===== config.mk =====
export PLATFORM = sky130hd
export DESIGN_NAME = uart_timp_rx
export DESIGN_NICKNAME = d
export VERILOG_FILES = /design/src/rtl/uart_timp_pkg.sv /design/src/rtl/uart_rx_byte.sv /design/src/rtl/uart_timp_rx.sv
export SDC_FILE = /design/constraint.sdc
export NUM_CORES = 1
export LEC_CHECK = 0
export ABC_AREA = 1
export CORE_ASPECT_RATIO = 1.2
export CORE_UTILIZATION = 40
export CTS_CLUSTER_SIZE = 40
export DETAILED_ROUTE_END_ITERATION = 10
export SKIP_CTS_REPAIR_TIMING = 1
export SYNTH_ARGS = -nofsm -noshare
export SYNTH_HDL_FRONTEND = slang
export SYNTH_SLANG_ARGS = --single-unit

===== constraint.sdc =====
create_clock -name clock -period 7.2 [get_ports clock]
set_input_delay 1.44 -clock clock [delete_from_list [all_inputs] [get_ports clock]]
set_output_delay 1.44 -clock clock [all_outputs]
set_load 0.01 [all_outputs]

===== src/rtl/uart_timp_pkg.sv =====
// Shared constants, state encodings and ASCII helpers for the UART time-command receiver.
package uart_timp_pkg;

    localparam logic [7:0] ASCII_T    = 8'h54;
    localparam logic [7:0] ASCII_CR   = 8'h0D;
    localparam logic [7:0] ASCII_0    = 8'h30;
    localparam logic [7:0] ASCII_9    = 8'h39;
    localparam int         MAX_ORE    = 23;
    localparam int         MAX_MINUTE = 59;

    // Serial byte receiver states.
    typedef enum logic [1:0] {
        RX_IDLE  = 2'd0,
        RX_START = 2'd1,
        RX_DATA  = 2'd2,
        RX_STOP  = 2'd3
    } rx_state_t;

    // Message parser states; the four digit states are consecutive so that
    // "next digit" is simply the following encoding.
    typedef enum logic [2:0] {
        P_WAIT_T = 3'd0,
        P_H1     = 3'd1,
        P_H0     = 3'd2,
        P_M1     = 3'd3,
        P_M0     = 3'd4,
        P_END    = 3'd5
    } parse_state_t;

    // Two decimal digits combined at 7-bit width (max 99 fits).
    function automatic logic [6:0] two_digit(input logic [3:0] tens, input logic [3:0] ones);
        return 7'(tens) * 7'd10 + 7'(ones);
    endfunction

    function automatic logic is_digit(input logic [7:0] b);
        return (b >= ASCII_0) && (b <= ASCII_9);
    endfunction

endpackage


===== src/rtl/uart_rx_byte.sv =====
// 8N1 UART byte receiver: two-flop rx synchronizer plus mid-bit sampling FSM.
module uart_rx_byte
    import uart_timp_pkg::*;
#(
    parameter int CLKS_PER_BIT = 5208
) (
    input  logic       clock,
    input  logic       reset,
    input  logic       rx,
    output logic [7:0] data,
    output logic       byte_valid,
    output logic       frame_err
);

    localparam int                CNT_W    = $clog2(CLKS_PER_BIT);
    localparam logic [CNT_W-1:0]  HALF_CNT = CNT_W'(CLKS_PER_BIT / 2 - 1);
    localparam logic [CNT_W-1:0]  FULL_CNT = CNT_W'(CLKS_PER_BIT - 1);

    logic             rx_meta;
    logic             rx_sync;
    rx_state_t        state,     state_n;
    logic [CNT_W-1:0] cnt,       cnt_n;
    logic [2:0]       bit_idx,   bit_idx_n;
    logic [7:0]       shreg,     shreg_n;
    logic             stop_wait, stop_wait_n;

    // Two back-to-back flops; reset to the idle-high line level so no false start.
    always_ff @(posedge clock) begin
        if (reset) begin
            rx_meta <= 1'b1;
            rx_sync <= 1'b1;
        end else begin
            rx_meta <= rx;
            rx_sync <= rx_meta;
        end
    end

    // State register and bit-timing datapath registers.
    always_ff @(posedge clock) begin
        if (reset) begin
            state     <= RX_IDLE;
            cnt       <= '0;
            bit_idx   <= '0;
            shreg     <= '0;
            stop_wait <= 1'b0;
        end else begin
            state     <= state_n;
            cnt       <= cnt_n;
            bit_idx   <= bit_idx_n;
            shreg     <= shreg_n;
            stop_wait <= stop_wait_n;
        end
    end

    // Next-state, sampling and one-cycle result strobes.
    always_comb begin
        state_n     = state;
        cnt_n       = cnt;
        bit_idx_n   = bit_idx;
        shreg_n     = shreg;
        stop_wait_n = stop_wait;
        byte_valid  = 1'b0;
        frame_err   = 1'b0;
        case (state)
            RX_IDLE: begin
                if (!rx_sync) begin
                    cnt_n     = '0;
                    bit_idx_n = '0;
                    state_n   = RX_START;
                end
            end
            RX_START: begin
                if (cnt == HALF_CNT) begin
                    cnt_n   = '0;
                    state_n = rx_sync ? RX_IDLE : RX_DATA;
                end else begin
                    cnt_n = cnt + 1'b1;
                end
            end
            RX_DATA: begin
                if (cnt == FULL_CNT) begin
                    cnt_n     = '0;
                    shreg_n   = {rx_sync, shreg[7:1]};
                    bit_idx_n = bit_idx + 1'b1;
                    if (bit_idx == 3'd7) state_n = RX_STOP;
                end else begin
                    cnt_n = cnt + 1'b1;
                end
            end
            RX_STOP: begin
                if (stop_wait) begin
                    // Broken frame: hold off until the line returns high.
                    if (rx_sync) begin
                        stop_wait_n = 1'b0;
                        state_n     = RX_IDLE;
                    end
                end else if (cnt == FULL_CNT) begin
                    cnt_n = '0;
                    if (rx_sync) begin
                        byte_valid = 1'b1;
                        state_n    = RX_IDLE;
                    end else begin
                        frame_err   = 1'b1;
                        stop_wait_n = 1'b1;
                    end
                end else begin
                    cnt_n = cnt + 1'b1;
                end
            end
            default: state_n = RX_IDLE;
        endcase
    end

    assign data = shreg;

endmodule


===== src/rtl/uart_timp_rx.sv =====
// UART time-command receiver: parses 'T' H H M M CR and loads a range-checked time.
module uart_timp_rx
    import uart_timp_pkg::*;
#(
    parameter int CLKS_PER_BIT = 5208
) (
    input  logic       clock,
    input  logic       reset,
    input  logic       rx,
    output logic [4:0] timp_ore,
    output logic [5:0] timp_minute,
    output logic       load,
    output logic       frame_err,
    output logic       format_err
);

    logic [7:0]   rx_data;
    logic         rx_valid;
    logic         rx_frame_err;
    parse_state_t pstate, pstate_n;
    logic [3:0]   d_h1, d_h0, d_m1, d_m0;
    logic [6:0]   hours, minutes;
    logic         in_range;
    logic         load_n, fmt_n;

    uart_rx_byte #(
        .CLKS_PER_BIT(CLKS_PER_BIT)
    ) u_rx_byte (
        .clock     (clock),
        .reset     (reset),
        .rx        (rx),
        .data      (rx_data),
        .byte_valid(rx_valid),
        .frame_err (rx_frame_err)
    );

    assign hours    = two_digit(d_h1, d_h0);
    assign minutes  = two_digit(d_m1, d_m0);
    assign in_range = (hours <= 7'(MAX_ORE)) && (minutes <= 7'(MAX_MINUTE));

    // Parser state, captured digits, committed time and registered strobes.
    always_ff @(posedge clock) begin
        if (reset) begin
            pstate      <= P_WAIT_T;
            d_h1        <= '0;
            d_h0        <= '0;
            d_m1        <= '0;
            d_m0        <= '0;
            timp_ore    <= '0;
            timp_minute <= '0;
            load        <= 1'b0;
            format_err  <= 1'b0;
            frame_err   <= 1'b0;
        end else begin
            pstate     <= pstate_n;
            load       <= load_n;
            format_err <= fmt_n;
            frame_err  <= rx_frame_err;
            if (load_n) begin
                timp_ore    <= hours[4:0];
                timp_minute <= minutes[5:0];
            end
            // For '0'..'9' the low nibble is exactly the digit value.
            if (rx_valid && is_digit(rx_data)) begin
                case (pstate)
                    P_H1:    d_h1 <= rx_data[3:0];
                    P_H0:    d_h0 <= rx_data[3:0];
                    P_M1:    d_m1 <= rx_data[3:0];
                    P_M0:    d_m0 <= rx_data[3:0];
                    default: ;
                endcase
            end
        end
    end

    // Message sequencing, error classification and commit decision.
    always_comb begin
        pstate_n = pstate;
        load_n   = 1'b0;
        fmt_n    = 1'b0;
        if (rx_frame_err) begin
            pstate_n = P_WAIT_T;
        end else if (rx_valid) begin
            case (pstate)
                P_WAIT_T: begin
                    if (rx_data == ASCII_T) pstate_n = P_H1;
                end
                P_H1, P_H0, P_M1, P_M0: begin
                    if (is_digit(rx_data)) begin
                        pstate_n = parse_state_t'(pstate + 3'd1);
                    end else if (rx_data == ASCII_T) begin
                        pstate_n = P_H1;
                    end else begin
                        fmt_n    = 1'b1;
                        pstate_n = P_WAIT_T;
                    end
                end
                P_END: begin
                    if (rx_data == ASCII_CR) begin
                        load_n   = in_range;
                        fmt_n    = !in_range;
                        pstate_n = P_WAIT_T;
                    end else if (rx_data == ASCII_T) begin
                        pstate_n = P_H1;
                    end else begin
                        fmt_n    = 1'b1;
                        pstate_n = P_WAIT_T;
                    end
                end
                default: pstate_n = P_WAIT_T;
            endcase
        end
    end

endmodule


# Word-level counts from Yosys, hierarchy flattened

Cells that the tools add are included.

Register bits after elaboration: 62
Bits of input ports: 3
Output and inout bits: 14

$add $sub $neg: 5
Multipliers: 2
Magnitude comparators: 4
Equal/unequal tests: 20
Multiplexer cells: 39
Bitwise gates (word level): 1
Reductions and logical operators: 19

Operator list:

| operator              | number |
|---|---|
| $mux 13               | 4 |
| $pmux 13 s4           | 1 |
| $mux 1                | 17 |
| $mux 2                | 8 |
| $mux 3                | 5 |
| $add 7x4->7           | 2 |
| $reduce_and 2->1      | 7 |
| $add 13x1->13 const B | 1 |
| $eq 13x12->1 const B  | 1 |
| $eq 13x13->1 const B  | 1 |
| $mul 4x3->6 const B   | 2 |
| $eq 3x3->1 const B    | 3 |
| $pmux 3 s3            | 1 |
| $eq 8x4->1 const B    | 1 |
| $eq 8x7->1 const B    | 1 |
| $ge 8x6->1 const B    | 1 |
| $le 8x6->1 const B    | 1 |
| $pmux 2 s4            | 1 |
| $le 7x5->1 const B    | 1 |
| $le 7x6->1 const B    | 1 |
| $add 3x1->3 const B   | 2 |
| $eq 3x2->1 const B    | 2 |
| $ne 2x1->1 const B    | 3 |
| $ne 2x2->1 const B    | 3 |
| other kinds (17)      | 20 |

# Logic depth before layout (Yosys ltp)

Gate-level depths: netlist of run 1.

Word-level depth: 8
Depth in mapped cells: 16
Mapped depth without buffers: 15

# Modules after synthesis

From an unflattened synthesis of run 1, not the netlist that was laid out.

Cell total of the unflattened synthesis: 504
Area, all modules: 3788.6 µm²

By module, submodules not included:

| module       | times used | cells each | area each (µm²) | sequential area each (µm²) |
|---|---|---|---|---|
| uart_timp_rx | 1          | 289        | 2073.2          | 660.6 |
| uart_rx_byte | 1          | 215        | 1715.4          | 580.6 |

# Worst setup path after synthesis of run 1

OpenSTA, ideal clock, no wires.

Path kind: in2reg
From: input port reset
To: register u_rx_byte.state[0]
Setup time: 0.110 ns
Arrival time: 2.244 ns
Data required time: 7.090 ns
Setup slack: 4.845 ns
Stages on the path: 6
Path buffers: 3
Cells stage by stage: clkbuf_1 inv_1 clkbuf_1 buf_2 nand3_1 inv_1

RTL lines:

| item                   | RTL line           | source |
|---|---|---|
| start: declaration     | uart_timp_rx.sv:8  | `input logic reset,` |
| end signal: assignment | uart_rx_byte.sv:47 | `state <= state_n;` |
| end: declaration       | uart_rx_byte.sv:21 | `rx_state_t state, state_n;` |

No word-level cell between the ends.

==> results of run 1 <==
[cells in the mapped netlist]
cell type	n
nand2_1	111
inv_1	84
dfxtp_1	62
nor2_1	54
a21oi_1	41
nand3_1	35
o21ai_0	27
ha_1	21
nor3_1	6
clkbuf_1	5
nand4_1	5
nor2_2	5
fa_1	4
nor2_4	4
o21ai_1	4
xor2_1	4
nand3_2	3
or2_2	3
buf_2	2
clkinv_1	2
inv_2	2
nand2_2	2
o211ai_1	2
xnor2_1	2
a21boi_2	1
and2_1	1
buf_6	1
nand2_4	1
nand3_4	1
nand3b_1	1
nand4_4	1
nor3_4	1
nor3b_1	1
[cells in the final DEF (no fill, tap or decap), types with 2 or more instances in the layout]
master           synthesis  layout
nand2_1                111     111
inv_1                   84      84
dfxtp_1                 62      62
nor2_1                  54      54
a21oi_1                 41      41
nand3_1                 35      35
o21ai_0                 27      27
ha_1                    21      21
clkdlybuf4s50_1          0      16
clkbuf_8                 0      10
nor3_1                   6       6
nor2_2                   5       5
nand4_1                  5       5
nor2_4                   4       4
o21ai_1                  4       4
xor2_1                   4       4
fa_1                     4       4
or2_2                    3       3
nand3_2                  3       3
clkinvlp_4               0       3
clkinv_1                 2       2
inv_2                    2       2
nand2_2                  2       2
xnor2_1                  2       2
o211ai_1                 2       2
[per-stage QoR]
step	total power [µW]	util (%)	instances	hold WS, ns
after floorplan	387.0	-	499	0.3895
after global placement	395.8	45.09	621	0.3927
after detailed placement	396.3	45.09	621	0.3975
after CTS	715.5	47.60	637	0.4242
after global routing	737.9	47.60	637	0.4383
final	705.6	47.60	637	0.4181
[registers in the layout (all words and copies together) (netlist names), 4 cells and up, named ones only]
signal,count
d_h1,4
d_h0,4
u_rx_byte.data,8
d_m1,4
d_m0,4
timp_minute,6
u_rx_byte.cnt,13
timp_ore,5
[layer usage]
| layer | vias to the layer above | track usage [%] | wire (µm) |
|---|---|---|---|
| met5 | - | 0 | 0 |
| met4 | 0 | 9.286 | 136 |
| met3 | 12 | 3.175 | 188 |
| met2 | 41 | 29.58 | 3346 |
| met1 | 1350 | 19.25 | 3101 |
| li1 | 1609 | - | - |
[worst max-delay path: cells and delay by family]
| family | cells | cell delay [ns] |
|---|---|---|
| AND/OR/NAND/NOR | 1 | 0.33 |
| buffers and inverters | 3 | 1.67 |
| AO/OA/AOI/OAI | 2 | 0.23 |
[area by class of cell]
| cell class | instances | area [µm²] |
|---|---|---|
| timing repair buffer | 16 | 160.2 |
| clock inverter | 6 | 70.07 |
| clock buffer | 10 | 137.6 |
| sequential | 62 | 1241 |
| multi-input combinational | 341 | 1863 |
| fill | 856 | 4343 |
| tap | 114 | 142.6 |
| inverter | 88 | 330.3 |
[kinds of logic (layout without fill, tap and decap cells)]
family / after synthesis / in the layout / share of synthesized area, %
AO/OA/AOI/OAI: 75 / 75 / 11.13
buffers and inverters: 96 / 120 / 10.66
AND/OR/NAND/NOR: 235 / 235 / 31.11
flip-flops: 62 / 62 / 35.72
XOR/XNOR: 6 / 6 / 1.512
adder cells (fa/ha/maj): 25 / 25 / 9.867
[power by group]
part	switching [µW]	internal, µW
logic	26.8	12.4
registers	3.07	346
clock network	147	171
[path summary, 6_finish.rpt]
check | to | slack, ns | cells past startpoint
max reg2reg | timp_ore[4] | 4.52 | 13
max | u_rx_byte.cnt[7] | 3.81 | 6
min reg2reg | u_rx_byte.rx_sync | 0.42 | 1
min | u_rx_byte.rx_sync | 0.42 | 1
==> run_results.csv, run 1 <==
group,metric,value,unit
power,p_leak,0.001743,µW
sta,tns,0,ns
outcome,status,"complete, no violations",
finish,postLayoutCellArea,3945,µm²
route,avgRoutedWirePerCell,10.63,µm
finish,num_antenna_cells,0,
global_routing,grt_max_degree,41,
floorplanning,num_rows,36,
sta,slew_violations,0,
sta,fin_skew,0.01090,ns
cts,h-tree-depth,3,
cts,cts-root-buf,"clkbuf_8",
placed_design,dp.final_hpwl,5.079,mm
critical_path,crit_path_end_kind,"register",
finish,area_growth_syn_to_layout,13.54,%
route,drc_errors,0,
logic_synthesis,synth_area,3475,µm²
floorplanning,core_area,8288,µm²
logic_synthesis,yosys.area.top_type,"dfxtp_1",
logic_synthesis,synth_cell_types,33,
route,first_pass_iters,5,
global_routing,antenna_found_initial,0,
cts,max-clock-path-buffers,2,
sta,fin_crit,3.392,ns
route,antenna_left,0,
critical_path,worstPathArrival,3.67,ns
cts,insertion_delay,0.35,ns
logic_synthesis,synth_seq_cells,62,
cts,cts_tree,"built",
critical_path,startpoint_type,"primary input",
power,powerDensity,178.9,nW/µm²
placed_design,io_buffers,16,
critical_path,critPathMaxFanout,40,
floorplanning,die-area,9065,µm²
placed_design,placed_area,3737,µm²
critical_path,cpMostUsedCell,"inv_1",
placed_design,pre_cts_ws,3.399,ns
sta,fmax,0.2948,GHz
global_routing,grt_pass1_vias,2834,
route,drt-total-wl,6.772,mm
sta,hold_viol,0,
logic_synthesis,yosys_warnings,0,
logic_synthesis,synthCells,499,
worst_hold_path,min_path_type,"register to register",
finish,layout-drive-gt1-share,7.648,%
cts,cts_buffers,9,
route,route.vias.total,3012,
global_routing,overflow,0,
sta,layout_setup_ws,3.808,ns
floorplanning,initial_core_util,41.92,%
logic_synthesis,syn_avg_cell_area,6.963,µm²
route,drt_iter0_drc,105,
sta,setup_viol,0,
cts,clk_pin_slew,0.08,ns
critical_path,path_cells,"clkdlybuf4s50_1 > inv_1 > nand2_1 > inv_1 > o21ai_0 > a21oi_1",
worst_hold_path,min_from,"u_rx_byte.rx_meta",
floorplanning,ios,17,
finish,nets,546,
sta,tightest_slew,1.048,ns
critical_path,r2r-start,"d_m1[1]",
logic_synthesis,ys_seq_area_share,35.72,%
logic_synthesis,netlist.area_leader.share,35.72,%
critical_path,critPathKind,"primary input to register",
sta,fin_crit_sh,47.11,%
cts,cts_sinks,62,
flow_run,cap_violations,0,
route,vias_per_cell,4.728,
critical_path,crit_path_top_delay_cell,"inv_1",
sta,grt_setup_unrepaired,"false",
floorplanning,die_h,104.1,µm
placed_design,routabilityCongestion,0.8256,
global_routing,grt_first_pass_wirelength,12.21,mm
logic_synthesis,synth_nets,527,
critical_path,slowest_delay,0.84,ns
sta,relSlewSlack,30.07,%
floorplanning,die_w,87.08,µm
critical_path,setup.worst_path.start,"reset",
logic_synthesis,yosys-top-cells-area,"dfxtp_1 36%, nand2_1 12%, inv_1 9.1%",
critical_path,crit_required,7.48,ns
global_routing,grt_use_total,17.04,%
power,peakVddDrop,0.00009892,V
(Power assumes the default switching activity.)
==> inputs of run 2 (changes only) <==
==> constraint.sdc (replaced) <==
create_clock -name clock -period 2.75 [get_ports clock]
set_input_delay 0.55 -clock clock [delete_from_list [all_inputs] [get_ports clock]]
set_output_delay 0.55 -clock clock [all_outputs]
set_load 0.01 [all_outputs]
==> run 2 against run 1 <==
- power rose to 2.6 times the previous value
- global-route usage hardly changed
- die area is the same
- clock power increased to 2.5 times the previous value
- non-clock buffer count increased by 4
- register-to-register slack worse by 4.3 ns
==> run_results.csv, run 2 (synthesis gave the netlist of run 1 again) <==
group,metric,value,unit
power,power.total,1826,µW
cts,clk_pin_slew,0.08,ns
critical_path,worstPathArrival,2.78,ns
critical_path,crit_path_end_kind,"register",
finish,final_common_cell,"nand2_1",
critical_path,startpoint_type,"register",
power,peakVddDrop,0.0003456,V
placed_design,dp.final_hpwl,5.327,mm
floorplanning,die_h,104.1,µm
critical_path,critPathMaxFanout,5,
power,swShare,24.25,%
worst_hold_path,min_path_type,"register to register",
global_routing,grt_use_met1,18.12,%
critical_path,crit_path_top_delay_cell,"fa_1",
cts,cts_tree,"built",
sta,fin_crit_sh,92.24,%
floorplanning,die-area,9065,µm²
power,p_leak,0.001767,µW
finish,final-instance-count-excl-fill,644,
route,antenna_left,0,
finish,regMostFlops,"u_rx_byte.cnt",
sta,tightest_slew,0.4487,ns
sta,fmax,0.3942,GHz
critical_path,crit_required,2.99,ns
critical_path,cp_num_buf_inv,2,
sta,slew_violations,0,
power,internal_power,1383,µW
cts,cts-root-buf,"clkbuf_8",
power,seqPwrFrac,50.1,%
finish,final_cell_mix,"111 x nand2_1, 83 x inv_1, 61 x dfxtp_1",
route,avgRoutedWirePerCell,11.23,µm
critical_path,path_cells,"ha_1 > ha_1 > inv_1 > fa_1 > nor2_2 > nand3_1 > nand3_1 > nand2_1 > nor2_4 > buf_4 > nand4_2 > nor2_1 > nor2_1",
placed_design,routabilityCongestion,0.8233,
critical_path,slowest_delay,0.46,ns
cts,cts_sinks,62,
floorplanning,die_w,87.08,µm
route,vias_per_cell,4.756,
outcome,status,"complete, no violations",
route,first_pass_iters,4,
finish,area_growth_syn_to_layout,15.95,%
sta,relSlewSlack,70.00,%
global_routing,grt_pass1_vias,2838,
critical_path,cp_top_family,"adder cells",
finish,layout-drive-gt1-share,9.057,%
global_routing,grt_use_met3,5.238,%
cts,h-tree-depth,3,
finish,nets,553,
finish,num_antenna_cells,0,
floorplanning,core_area,8288,µm²
global_routing,antenna_found_initial,0,
route,drt-total-wl,7.232,mm
sta,tns,0,ns
power,powerDensity,453.1,nW/µm²
cts,insertion_delay,0.35,ns
floorplanning,num_rows,36,
sta,fin_crit,2.537,ns
floorplanning,ios,17,
power,clock_power_share,44.1,%
finish,fill_cells,878,
global_routing,top_usage_layer,"met2",
sta,setup_viol,0,
route,route.vias.total,3063,
placed_design,dp.cells,623,
finish,largest_reg_flops,13,
critical_path,critPathKind,"register to register",
sta,fin_skew,0.01358,ns
global_routing,grtUsageMet2,30.82,%
global_routing,grt_max_degree,37,
global_routing,overflow,0,
placed_design,io_buffers,16,
route,drt_iter0_drc,97,
power,p_switching,442.7,µW
global_routing,grt_first_pass_wirelength,12.10,mm
flow_run,cap_violations,0,
route,drc_errors,0,
cts,max-clock-path-buffers,2,
power,p_comb_share,5.8,%
global_routing,grt_use_total,17.07,%
sta,hold_viol,0,
cts,cts_buffers,9,
floorplanning,initial_core_util,41.92,%
[run 2: changes by cell type in the layout (fill, tap and decap cells not counted), sizes merged]
cell,before,now
buf,0,4
clkbuf,10,11
nand4,6,9
inv,87,86
clkinvlp,3,2
clkinv,3,4
[run 2: through the flow]
step | cell area [µm²] | utilization (%) | hold WS, ns | worst slack (ns)
5_1_grt | 4029 | 48.61 | 0.4346 | -0.001681
2_1_floorplan | 3475 | - | 0.3895 | 0.4219
3_3_place_gp | 3752 | 45.27 | 0.3921 | 0.1700
4_1_cts | 3953 | 47.69 | 0.4170 | 0.05290
3_5_place_dp | 3752 | 45.27 | 0.3992 | 0.07129
6_report | 4029 | 48.61 | 0.4137 | 0.2135
[run 2: power groups by stage]
stage	logic [µW]	registers, µW	clock network, µW
6_report	106	914	806
5_1_grt	123	914	883
4_1_cts	106	913	839
3_5_place_dp	106	934	0
3_3_place_gp	106	933	0
2_1_floorplan	80.9	932	0
[run 2: final cells by class]
cell class / count / area (µm²) / area share, %
clock inverter: 5 / 58.81 / 1.460
clock buffer: 11 / 141.4 / 3.509
inverter: 88 / 330.3 / 8.199
sequential: 62 / 1242 / 30.84
timing repair buffer: 20 / 190.2 / 4.720
multi-input combinational: 344 / 1923 / 47.73
tap: 114 / 142.6 / 3.540
[run 2: worst reg2reg max path, cell delays in order (launching register included)]
cell and delay [ns]:
dfxtp_2 0.35, ha_1 0.31, ha_1 0.19, inv_1 0.06
fa_1 0.46, nor2_2 0.19, nand3_1 0.09, nand3_1 0.07
nand2_1 0.10, nor2_4 0.12, buf_4 0.15, nand4_2 0.15
nor2_1 0.14, nor2_1 0.05
[run 2: final timing paths]
check / from / to / slack, ns / depth (start not counted)
min: u_rx_byte.rx_meta / u_rx_byte.rx_sync / 0.41 / 1
max: d_m1[1] / timp_minute[4] / 0.21 / 13
min reg2reg: u_rx_byte.rx_meta / u_rx_byte.rx_sync / 0.41 / 1
max reg2reg: d_m1[1] / timp_minute[4] / 0.21 / 13
[run 2: routing by layer]
metal	wire length, µm	part of all wire [%]
met5	0	0
met4	140	1.9
met3	168	2.3
met2	3810	53
met1	3112	43
==> inputs of run 3 (changes only) <==
--- a/config.mk
+++ b/config.mk
@@ -10,6 +10,7 @@
 export CORE_UTILIZATION = 40
 export CTS_CLUSTER_SIZE = 40
 export DETAILED_ROUTE_END_ITERATION = 10
+export PLACE_DENSITY = 0.55
 export SKIP_CTS_REPAIR_TIMING = 1
 export SYNTH_ARGS = -nofsm -noshare
 export SYNTH_HDL_FRONTEND = slang
==> run 3 against run 2 <==
- flip-flop and latch count stayed put
- global-route usage is 0.098 points lower
- register-to-register slack worse by 0.02 ns
==> run_results.csv, run 3 (synthesis gave the netlist of run 1 again) <==
group,metric,value,unit
route,drt-total-wl,7.114,mm
worst_hold_path,hold_end,"u_rx_byte.rx_sync",
route,avgRoutedWirePerCell,11.12,µm
route,route.vias.total,3005,
critical_path,slowest_delay,0.45,ns
critical_path,startpoint_type,"register",
critical_path,r2r-start,"d_m1[1]",
sta,fin_crit_sh,93.12,%
sta,relSlewSlack,70.03,%
critical_path,worstPathArrival,2.80,ns
placed_design,routabilityCongestion,0.7983,
floorplanning,die_w,87.08,µm
sta,fin_crit,2.561,ns
cts,clk_pin_slew,0.07,ns
cts,cts_tree,"built",
global_routing,grt_first_pass_wirelength,12.00,mm
finish,area_growth_syn_to_layout,14.48,%
finish,nets,552,
placed_design,dp.final_hpwl,5.319,mm
critical_path,reg2reg_depth,13,
route,antenna_left,0,
sta,setup_viol,0,
critical_path,path_cells,"ha_1 > ha_1 > inv_1 > fa_1 > buf_4 > inv_1 > nand2_1 > nand2_1 > nor2_1 > nand2_1 > nand4_4 > nor2_1 > nor2_1",
sta,tightest_slew,0.4482,ns
floorplanning,initial_core_util,41.92,%
outcome,status,"complete, no violations",
critical_path,crit_path_top_delay_cell,"fa_1",
power,peakVddDrop,0.0002355,V
placed_design,io_buffers,16,
sta,fmax,0.3905,GHz
route,drc_errors,0,
route,drt_iter0_drc,83,
cts,cts_sinks,62,
critical_path,critPathMaxFanout,11,
finish,final_common_cell,"nand2_1",
floorplanning,num_rows,36,
cts,cts_buffers,9,
critical_path,crit_required,2.99,ns
critical_path,critPathKind,"register to register",
floorplanning,die_h,104.1,µm
critical_path,reg2reg_to,"timp_minute[3]",
global_routing,grt_max_degree,37,
floorplanning,ios,17,
critical_path,setup.worst_path.start,"d_m1[1]",
global_routing,grt_pass1_vias,2688,
sta,hold_viol,0,
power,powerDensity,430.1,nW/µm²
sta,fin_skew,0.01191,ns
cts,h-tree-depth,3,
finish,largest_reg_flops,13,
finish,final-instance-count-excl-fill,640,
critical_path,crit_path_end_kind,"register",
placed_design,dp.cells,624,
finish,regMostFlops,"u_rx_byte.cnt",
global_routing,grt_use_total,16.97,%
global_routing,overflow,0,
finish,fill_cells,876,
finish,layout-drive-gt1-share,8.365,%
route,first_pass_iters,4,
finish,num_antenna_cells,0,
finish,final_cell_mix,"111 x nand2_1, 84 x inv_1, 61 x dfxtp_1",
cts,max-clock-path-buffers,2,
cts,cts-root-buf,"clkbuf_8",
worst_hold_path,min_path_type,"register to register",
power,p_leak,0.001756,µW
worst_hold_path,hold_depth,1,
flow_run,cap_violations,0,
floorplanning,core_area,8288,µm²
cts,insertion_delay,0.34,ns
sta,layout_setup_ws,0.1892,ns
route,vias_per_cell,4.695,
placed_design,pre_cts_ws,0.1098,ns
global_routing,antenna_found_initial,0,
sta,slew_violations,0,
worst_hold_path,min_from,"u_rx_byte.rx_meta",
critical_path,reg2reg_slack,0.19,ns
floorplanning,die-area,9065,µm²
## run 3: final cells by class
cell class / count / area, µm² / area share (%)
Inverter: 88 / 330.3 / 8.305
Timing Repair Buffer: 20 / 190.2 / 4.781
Multi-Input combinational cell: 343 / 1911 / 48.03
Clock inverter: 2 / 10.01 / 0.2517
Clock buffer: 11 / 151.4 / 3.806
Tap cell: 114 / 142.6 / 3.586
Sequential cell: 62 / 1242 / 31.24
## run 3: worst max path at each step
stage                          end  slack (ns)  cells after the start
floorplan           timp_minute[2]        0.42                     13
detailed placement  timp_minute[3]        0.11                     12
global route        timp_minute[5]      -0.004                     13
finish              timp_minute[3]        0.19                     13
CTS                 timp_minute[5]        0.09                     12
global placement       timp_ore[2]        0.16                     12
## run 3: routing by layer
metal | vias up | GRT usage (%) | wire, µm | part of all wire, %
met1 | 1326 | 19.60 | 3168 | 45
met3 | 9 | 3.889 | 147 | 2.1
met5 | - | 0 | 0 | 0
li1 | 1631 | - | - | -
met4 | 0 | 7.381 | 102 | 1.4
met2 | 39 | 29.36 | 3696 | 52
## run 3: critical path, delay by kind of cell (launching register included)
kind          cells  cell delay [ns]
simple gates      7             0.90
buf+inv           3             0.27
fa+ha+maj         3             0.94
flops             1             0.35
## run 3: through the flow
| stage | hold WS [ns] | TNS (ns) | utilization, % | area, µm² | power, µW |
|---|---|---|---|---|---|
| floorplan | 0.3895 | 0 | - | 3475 | 1013 |
| global placement | 0.3919 | 0 | 45.37 | 3760 | 1040 |
| detailed placement | 0.4004 | 0 | 45.37 | 3760 | 1041 |
| CTS | 0.4158 | 0 | 47.31 | 3921 | 1739 |
| global route | 0.4227 | -0.003625 | 47.99 | 3978 | 1791 |
| finish | 0.4107 | 0 | 47.99 | 3978 | 1711 |
## run 3: report_power, final
group | switching, µW | internal, µW | total (µW)
sequential | 7.54 | 906 | 914
clock | 331 | 358 | 689
combinational | 73.8 | 34.1 | 108
total | 412 | 1300 | 1710
